--- src/rtl/tnn_pkg.sv ---
// Shared helpers for the temporal-neural-network column blocks.
//
// Purpose:
//   Width helpers and the packed-weight unpack function used by the RNL
//   neuron body and by the winner-take-all stage downstream.
//
// Contents:
//   pot_width     - bits needed to hold a body potential of n*wmax
//   time_width    - bits needed to count a gamma cycle of g cycles
//   unpack_weight - extract weight idx (w bits wide) from a packed vector
package tnn_pkg;

  // Upper bounds for the generic unpack helper; callers cast in and out.
  localparam int MAX_PACKED_W = 256;
  localparam int MAX_WEIGHT_W = 8;

  function automatic int pot_width(input int n, input int wmax);
    return $clog2(n * wmax + 1);
  endfunction

  function automatic int time_width(input int g);
    return $clog2(g);
  endfunction

  // Synapse idx lives at bits [idx*w +: w] of the packed vector.
  function automatic logic [MAX_WEIGHT_W-1:0] unpack_weight(
    input logic [MAX_PACKED_W-1:0] packed_w,
    input int                      idx,
    input int                      w
  );
    logic [MAX_WEIGHT_W-1:0] mask;
    mask = MAX_WEIGHT_W'((1 << w) - 1);
    return MAX_WEIGHT_W'(packed_w >> (idx * w)) & mask;
  endfunction

endpackage

--- src/rtl/rnl_ramp.sv ---
// Per-synapse ramp counter for the ramp-no-leak neuron.
//
// Purpose:
//   Counts how many potential units this synapse has contributed in the
//   current gamma cycle. While enabled and below its weight it requests one
//   unit per cycle; once the count reaches the weight the ramp is flat.
//   A paused input simply holds the count, so resumption continues from it.
//
// Ports:
//   aclk   in  clock, rising edge
//   rst    in  synchronous active-high reset, clears the count
//   clr    in  per-gamma clear (gamma-start strobe)
//   en     in  synapse input high and the neuron is armed this cycle
//   weight in  latched synapse weight (ramp cap); 0 disables the synapse
//   inc    out this synapse adds one unit to the potential on this edge
module rnl_ramp #(
  parameter int WEIGHT_WIDTH = 3
) (
  input  logic                    aclk,
  input  logic                    rst,
  input  logic                    clr,
  input  logic                    en,
  input  logic [WEIGHT_WIDTH-1:0] weight,
  output logic                    inc
);

  logic [WEIGHT_WIDTH-1:0] ramp;

  // The cap compare also makes weight 0 a permanently silent synapse.
  assign inc = en && (ramp < weight);

  always_ff @(posedge aclk) begin
    if (rst) begin
      ramp <= '0;
    end else if (clr) begin
      ramp <= '0;
    end else if (inc) begin
      ramp <= ramp + 1'b1;
    end
  end

endmodule

--- src/rtl/rnl_neuron.sv ---
// Ramp-no-leak temporal neuron body.
//
// Purpose:
//   Integrates a ramp-shaped response per synapse (one unit per cycle while
//   the synapse input is high, capped at its weight). The first time the
//   summed potential reaches the latched threshold within a gamma cycle the
//   neuron raises its race-logic output level, records the gamma-relative
//   spike time and emits a fixed-length fire pulse.
//
// Ports:
//   aclk       in  clock, rising edge
//   rst        in  synchronous active-high reset; clears state, disarms
//   grst       in  gamma-start strobe; latches weights/threshold, clears
//                  per-gamma state and arms the block
//   in         in  [NUM_INPUTS] spike levels from the delay stage
//   weights    in  [NUM_INPUTS*WEIGHT_WIDTH] packed synapse weights
//   threshold  in  [POT_W] firing threshold, 0 disables firing
//   out        out race-logic spike level, held until grst/rst
//   fire_pulse out high for PULSE_WIDTH cycles from the firing edge
//   spike_time out [TIME_W] gamma-relative firing cycle, valid while out=1
module rnl_neuron
  import tnn_pkg::*;
#(
  parameter  int NUM_INPUTS        = 8,
  parameter  int WEIGHT_WIDTH      = 3,
  parameter  int GAMMA_CYCLE_WIDTH = 128,
  parameter  int PULSE_WIDTH       = 8,
  localparam int WMAX              = (1 << WEIGHT_WIDTH) - 1,
  localparam int POT_W             = pot_width(NUM_INPUTS, WMAX),
  localparam int TIME_W            = time_width(GAMMA_CYCLE_WIDTH)
) (
  input  logic                               aclk,
  input  logic                               rst,
  input  logic                               grst,
  input  logic [NUM_INPUTS-1:0]              in,
  input  logic [NUM_INPUTS*WEIGHT_WIDTH-1:0] weights,
  input  logic [POT_W-1:0]                   threshold,
  output logic                               out,
  output logic                               fire_pulse,
  output logic [TIME_W-1:0]                  spike_time
);

  localparam int INC_W  = $clog2(NUM_INPUTS + 1);
  localparam int PCNT_W = $clog2(PULSE_WIDTH + 1);
  localparam logic [TIME_W-1:0] GAMMA_LAST = TIME_W'(GAMMA_CYCLE_WIDTH - 1);
  localparam logic [PCNT_W-1:0] PULSE_LEN  = PCNT_W'(PULSE_WIDTH);

  // Control state
  logic                               armed;
  logic [TIME_W-1:0]                  gcnt;
  logic [PCNT_W-1:0]                  pulse_cnt;

  // Per-gamma latched configuration and accumulated potential
  logic [NUM_INPUTS*WEIGHT_WIDTH-1:0] weights_q;
  logic [POT_W-1:0]                   threshold_q;
  logic [POT_W-1:0]                   pot;

  // Combinational datapath
  logic [NUM_INPUTS-1:0]              inc;
  logic [INC_W-1:0]                   inc_cnt;
  logic [POT_W-1:0]                   pot_next;
  logic                               ramp_en_any;
  logic                               fire;

  // The grst cycle only reloads configuration; inputs sampled then are dropped.
  assign ramp_en_any = armed && !grst;

  for (genvar i = 0; i < NUM_INPUTS; i++) begin : g_syn
    logic [WEIGHT_WIDTH-1:0] w_i;

    assign w_i = WEIGHT_WIDTH'(unpack_weight(MAX_PACKED_W'(weights_q), i, WEIGHT_WIDTH));

    rnl_ramp #(
      .WEIGHT_WIDTH(WEIGHT_WIDTH)
    ) u_ramp (
      .aclk  (aclk),
      .rst   (rst),
      .clr   (grst),
      .en    (ramp_en_any && in[i]),
      .weight(w_i),
      .inc   (inc[i])
    );
  end

  // Popcount of per-synapse increments: at most NUM_INPUTS units per cycle.
  always_comb begin
    inc_cnt = '0;
    for (int i = 0; i < NUM_INPUTS; i++) begin
      inc_cnt = inc_cnt + INC_W'(inc[i]);
    end
  end

  // NUM_INPUTS*WMAX fits in POT_W, so this sum cannot wrap.
  assign pot_next = pot + POT_W'(inc_cnt);

  // Compare against the updated potential so a crossing fires on the same
  // edge that samples the input.
  assign fire = ramp_en_any && !out && (threshold_q != '0) &&
                (pot_next >= threshold_q);

  // ---- registered stage: control, potential, fire outputs ----
  always_ff @(posedge aclk) begin
    if (rst) begin
      armed       <= 1'b0;
      weights_q   <= '0;
      threshold_q <= '0;
      pot         <= '0;
      gcnt        <= '0;
      out         <= 1'b0;
      spike_time  <= '0;
      pulse_cnt   <= '0;
    end else if (grst) begin
      armed       <= 1'b1;
      weights_q   <= weights;
      threshold_q <= threshold;
      pot         <= '0;
      gcnt        <= '0;
      out         <= 1'b0;
      spike_time  <= '0;
      pulse_cnt   <= '0;
    end else if (armed) begin
      pot <= pot_next;
      if (gcnt != GAMMA_LAST) begin
        gcnt <= gcnt + 1'b1;
      end
      if (fire) begin
        out        <= 1'b1;
        spike_time <= gcnt;
        pulse_cnt  <= PULSE_LEN;
      end else if (pulse_cnt != '0) begin
        pulse_cnt <= pulse_cnt - 1'b1;
      end
    end
  end

  assign fire_pulse = (pulse_cnt != '0);

endmodule

--- config.mk ---
export PLATFORM = sky130hd
export DESIGN_NAME = rnl_neuron
export DESIGN_NICKNAME = d
export VERILOG_FILES = /design/src/rtl/tnn_pkg.sv /design/src/rtl/rnl_ramp.sv /design/src/rtl/rnl_neuron.sv
export SDC_FILE = /design/constraint.sdc
export NUM_CORES = 1
export LEC_CHECK = 0
export ABC_AREA = 1
export CORE_MARGIN = 4
export CORE_UTILIZATION = 40
export DETAILED_ROUTE_END_ITERATION = 10
export GPL_ROUTABILITY_DRIVEN = 0
export PLACE_DENSITY = 0.61
export SKIP_LAST_GASP = 1
export SLEW_MARGIN = 20
export SYNTH_ARGS = -nofsm -noshare
export SYNTH_HDL_FRONTEND = slang
export SYNTH_SLANG_ARGS = --single-unit
--- constraint.sdc ---
create_clock -name aclk -period 5.67 [get_ports aclk]
set_input_delay 0.8505 -clock aclk [delete_from_list [all_inputs] [get_ports aclk]]
set_output_delay 0.8505 -clock aclk [all_outputs]
set_load 0.03 [all_outputs]
==> run metrics, run 1 <==
final period utilization 91.5%; number of remaining DRC errors 0; first-pass GRT wire length 15000 um; Mapped Nets 607; Buf/Inv on CP 7; post-synth cell types 27; Die Wd 108 um; Area growth, synth to finish 22.5%; pin count of the biggest net entering global routing 34; synth cell count leaders 81 x nand2_1, 80 x dfxtp_1, 79 x inv_1, 65 x nor2_1, 53 x a21oi_1; Antenna Nets Post-Route 0; Top delay family on crit path adder cells; Skew-Pair Late Insertion Delay 340 ps; min-delay worst type flip-flop to flip-flop; Placement Setup Slack -8.44 ps; Synth Area per Inst 7.63 um2; worst setup margin 480 ps; Final HPWL DP 6410 um; Placed Cells 697; count leader, synth nand2_1; share of cells above drive strength 1 5.17%; post-synth top area cell dfxtp_1; mapped cell area 3980 um2; number of global-route vias before repair 3405; vias 3428; crit path capture type flip-flop; Die Ht 108 um; synth top area cells dfxtp_1 40%, ha_1 12%, nand2_1 7.6%; RSZ-0062 raised after global routing false; Cells after Synth 522; CP arrival 5400 ps; CTS sink cnt 80; Resized Gates After CTS 0; FP Rows 36; status completed; crit path cell chain clkdlybuf4s50_1, nor2_4, nand4_1, inv_1, fa_1, inv_1, fa_1, fa_1, inv_1, fa_1, inv_1, fa_1, o21ai_1, xor2_1, ha_1, nand2_1, inv_1, a21oi_1, nand2_1, nand2_4, inv_2, nor2_1, nor2_1; CP max stage delay 490 ps; total track usage 16.0%; Antenna diodes 0; hold slack 472 ps; CTS root buffer clkbuf_8; cell area after layout 4880 um2; initial core utilization 40.9%; Slew Viols, Final 0; setup bufs post-CTS 0; gr ovfl total 0; Port Buffer Count 49; DRT Pass-1 Iters 4; CTS max path bufs 2; DR WL/cell 12.3 um; Max-Cap Viols 0; Clock transition at path regs 80 ps; P per Cell Area 255 nW/um2; register bit total from synthesis 80; Via density 4.81; Tmin final 5190 ps; worst vdd ir 0.137 mV; Cell Area, Placed 4630 um2; register area share after synthesis 40.2%; Synth async-reset ratio 0%; non-filler instance count after layout 713; Post-Route WL 8740 um; total CTS buffers 9; Finish-stage setup viols 0; f_max 0.193 GHz; Pwr Total 1.25 mW; drt initial violations 149; die area 11600 um2; num ports 50; Layout fillers 997; core area 9730 um2; synth warn 0; CTS tree built; Crit Path Class input port to flip-flop; Top FF cell, synth dfxtp_1; Relative slew margins 54.5%; Worst path slowest cell clkdlybuf4s50_1; Nets 660; Worst Path Required 5880 ps; H-tree depth 3; crit path launch type input port; Static Leak 2.11 nW; Post-synth EDFFs 0; share of the synthesized area in the top cell type 40.2%; worst-margin pin slew 679 ps; CP Max Fanout 15; hold buffers post-CTS 0; clock skew 7.91 ps; final hold violations 0; antenna violations before repair 0
==> power by group <==
part | switching [mW] | internal, mW | total [mW]
registers | 0.00877 | 0.580 | 0.589
clock network | 0.206 | 0.305 | 0.510
logic | 0.0806 | 0.0658 | 0.146
==> registers in the layout (all words and copies together), names as in the netlist <==
signal / flops
spike_time: 7
gcnt: 7
pot: 6
armed: 1
g_syn.u_ramp.ramp: 24
threshold_q: 6
pulse_cnt: 4
weights_q: 24
out: 1
==> per-stage QoR <==
| step | setup TNS (ps) | util (%) |
|---|---|---|
| 4_1_cts | 0 | 50.1 |
| 5_1_grt | 0 | 50.2 |
| 6_report | 0 | 50.2 |
| 3_3_place_gp | 0 | 47.6 |
| 2_1_floorplan | 0 | - |
| 3_5_place_dp | -8.44 | 47.6 |
==> placed cells by master (no fill, tap or decap), drive strengths merged <==
master,count
a211oi,23
buf,8
ha,39
clkdlybuf4s50,49
o21a,1
a31oi,1
bufinv,3
o21bai,1
fa,5
xor2,1
nor4,1
clkbuf,11
o21ai,27
inv,83
nor2,66
a21oi,53
dfxtp,80
xnor2,1
or2,1
nand4,10
clkinv,3
nand3,28
nor3,3
nand2,82
==> layout make-up <==
type	instances	area (um2)	share of cell area, %
Multi-Input combinational cell	343	2000	41.0
Sequential cell	80	1600	32.8
Timing Repair Buffer	57	551	11.3
Inverter	84	315	6.46
Tap cell	133	166	3.41
Clock buffer	11	141	2.90
Clock inverter	5	104	2.13
==> worst register-to-register path: stages (launching register included) <==
cell and delay (ps):
dfxtp_1 310, inv_1 60, ha_1 290, a21oi_1 160, nand4_1 170, inv_1 140
fa_1 420, inv_1 80, fa_1 420, fa_1 440, inv_1 80, fa_1 210
inv_1 70, fa_1 400, o21ai_1 180, xor2_1 210, ha_1 260, nand2_1 80
inv_1 40, a21oi_1 130, nand2_1 100, nand2_4 160, inv_2 100, nor2_1 110
nor2_1 40
==> worst paths after layout <==
| kind | to | from | slack (ps) | cells after the start |
|---|---|---|---|---|
| max | out$_SDFFE_PP0P_ | grst | 480 | 23 |
| min | weights_q[12]$_SDFFE_PP0P_ | weights_q[12]$_SDFFE_PP0P_ | 470 | 2 |
| max reg2reg | out$_SDFFE_PP0P_ | weights_q[2]$_SDFFE_PP0P_ | 900 | 24 |
| min reg2reg | weights_q[12]$_SDFFE_PP0P_ | weights_q[12]$_SDFFE_PP0P_ | 470 | 2 |
==> metal layers <==
layer | vias to the layer above | part of all wire (%) | global-route usage, % | routed length (um)
met1 | 1571 | 50 | 20.4 | 4390
met4 | 0 | 0.85 | 3.79 | 74
li1 | 1813 | - | - | -
met2 | 37 | 46 | 27.0 | 3990
met3 | 7 | 3.2 | 3.96 | 281
met5 | - | 0 | 0 | 0
==> kinds of logic after synthesis <==
family	Yosys count	share of synthesized area, %
and+or+nand+nor	191	20.0
AOI/OAI and AO/OA	106	14.9
buffers and inverters	99	9.70
DFF	80	40.2
adders and majority gates	44	14.8
xor gates and xnor gates	2	0.440
Power figures use the tool's default switching activity.
==> run 2, diff against run 1 <==
Settings changed: CORE_UTILIZATION 40 to 46, PLACE_DENSITY 0.61 to 0.68.
==> run metrics, run 2 (same netlist as run 1, synthesis figures left out) <==
status completed; Max-Cap Viols 0 (unchanged); number of remaining DRC errors 0 (unchanged); Slew Viols, Final 0 (unchanged); antenna violations before repair 0 (unchanged); crit path capture type flip-flop; worst vdd ir 0.133 mV (-2.3%); P per Cell Area 247 nW/um2 (-3.3%); FP Rows 33 (-8.3%); Area growth, synth to finish 20.6%; worst setup margin 489 ps (+9.39 ps); most frequent cells in the layout 81 x nand2_1, 80 x dfxtp_1, 79 x inv_1; hold slack 468 ps (-3.53 ps); gr ovfl total 0 (unchanged); first-pass GRT wire length 15000 um (+0.32%); worst-margin pin slew 649 ps (-29.1 ps); Static Leak 2.09 nW (-0.87%); R2R depth 24 (unchanged); Top delay family on crit path adder cells; f_max 0.193 GHz (+0.18%); Die Wd 101 um (-6.2%); DR WL/cell 12.5 um (+2.1%); Via density 5.02 (+4.5%); hold buffers post-CTS 0 (unchanged); Critical Path Stages 23 (unchanged); CTS root buffer clkbuf_8; share of cells above drive strength 1 5.01% (-0.16 points); Worst Path Required 5870 ps (about the same); Logic pwr share 12.3% (+0.6 points); drt initial violations 95 (-36%); initial core utilization 47.8% (+6.8 points); Final HPWL DP 6260 um (-2.3%); CP arrival 5380 ps (-20 ps); Seq pwr share 49.7% (+2.4 points); most common cell after layout, fill and taps aside nand2_1; min-delay worst type flip-flop to flip-flop; hold depth 2 (unchanged); pin count of the biggest net entering global routing 34 (unchanged); Port Buffer Count 49 (unchanged); setup bufs post-CTS 0 (unchanged); internal power 892 uW (-6.2%); Placement Setup Slack 52.3 ps (+60.8 ps); Antenna Nets Post-Route 0 (unchanged); sw power 293 uW (-0.54%); Switching Share 24.7% (+1.1 points); Antenna diodes 0 (unchanged); non-filler instance count after layout 684 (-4.1%); Relative slew margins 56.7% (+2.2 points); Tmin final 5180 ps (-9.39 ps); CTS max path bufs 2 (unchanged); Die Ht 101 um (-6.2%); core area 8340 um2 (-14%); vias 3436 (+0.23%); Clock Power Share 38.0% (-3.0 points); Layout fillers 783 (-21%); Nets 659 (-0.15%); register area 1600 um2 (unchanged); final hold violations 0 (unchanged); crit path cell chain clkdlybuf4s50_1, nor2_4, nand4_1, inv_1, fa_1, inv_1, fa_1, fa_1, inv_1, fa_1, inv_1, fa_1, o21ai_0, xor2_1, ha_1, nand2_1, inv_1, a21oi_1, nand2_1, nand2_4, inv_2, nand2_1, a21oi_1; Buf/Inv on CP 7 (unchanged); number of global-route vias before repair 3356 (-1.4%); final period utilization 91.4% (-0.17 points); setup total negative slack 0 ps (unchanged); num ports 50 (unchanged); Finish-stage setup viols 0 (unchanged); Resized Gates After CTS 0 (unchanged); RSZ-0062 raised after global routing false; Clock transition at path regs 80 ps (about the same); crit path launch type input port; Skew-Pair Late Insertion Delay 350 ps (about the same); total track usage 18.2% (+2.2 points); Post-Route WL 8560 um (-2.0%); H-tree depth 3 (unchanged); die area 10200 um2 (-12%); CP max stage delay 460 ps (-30 ps); CTS tree built; DRT Pass-1 Iters 4 (unchanged); CTS sink cnt 80 (unchanged); Placed Cells 668 (-4.2%); multi-input logic area 2000 um2 (unchanged); Crit Path Class input port to flip-flop; total CTS buffers 9 (unchanged); clock skew 10.6 ps (+2.71 ps); CP Max Fanout 15 (unchanged); Worst path slowest cell clkdlybuf4s50_1; Top Registers g_syn.u_ramp.ramp (24), weights_q (24)
## run 2: metrics by stage
step / total power, mW / instance area, um2 / utilization (%)
floorplan: 0.690 / 3980 / -
global placement: 0.744 / 4590 / 55.0
detailed placement: 0.748 / 4590 / 55.0
CTS: 1.20 / 4800 / 57.5
global route: 1.25 / 4800 / 57.6
finish: 1.19 / 4800 / 57.6
## run 2: layout make-up
cell class,instances,share of cell area [%]
Clock buffer,10,2.66
Multi-Input combinational cell,343,41.7
Clock inverter,6,1.75
Tap cell,105,2.74
Sequential cell,80,33.3
Inverter,84,6.56
Timing Repair Buffer,56,11.3
## run 2: final timing paths
check	start	end	slack, ps
hold reg to reg	weights_q[12]$_SDFFE_PP0P_	weights_q[12]$_SDFFE_PP0P_	470
setup reg to reg	weights_q[2]$_SDFFE_PP0P_	spike_time[0]$_SDFFE_PP0P_	790
hold / removal	weights_q[12]$_SDFFE_PP0P_	weights_q[12]$_SDFFE_PP0P_	470
setup / recovery	grst	spike_time[0]$_SDFFE_PP0P_	490
## run 2: power groups by stage
| stage | combinational, mW | clock, mW | sequential [mW] |
|---|---|---|---|
| 2_1_floorplan | 0.0875 | 0 | 0.602 |
| 3_3_place_gp | 0.142 | 0 | 0.602 |
| 3_5_place_dp | 0.145 | 0 | 0.603 |
| 4_1_cts | 0.147 | 0.463 | 0.589 |
| 5_1_grt | 0.168 | 0.488 | 0.592 |
| 6_report | 0.146 | 0.451 | 0.589 |
## run 2: per-layer routing
metal / GRT usage, % / vias up / part of all wire [%]
met5: 0 / - / 0
met1: 24.1 / 1575 / 49
li1: - / 1810 / -
met2: 29.8 / 40 / 46
met3: 3.04 / 11 / 3.8
met4: 6.44 / 0 / 1.4
## run 2: worst register-to-register path, cell delays in order (launching register included)
cell and delay (ps):
dfxtp_1 330, inv_1 60, ha_1 290, a21oi_1 160
nand4_1 170, inv_1 170, fa_1 440, inv_1 80
fa_1 420, fa_1 440, inv_1 90, fa_1 220
inv_1 70, fa_1 400, o21ai_0 230, xor2_1 200
ha_1 250, nand2_1 80, inv_1 40, a21oi_1 130
nand2_1 100, nand2_4 150, inv_2 100, nand2_1 70
a21oi_1 60
==> run 3, diff against run 2 <==
Settings changed: CAP_MARGIN set to 0.
==> results of run 3 <==
Final layout, timing and power as in run 2 (identical DEF).
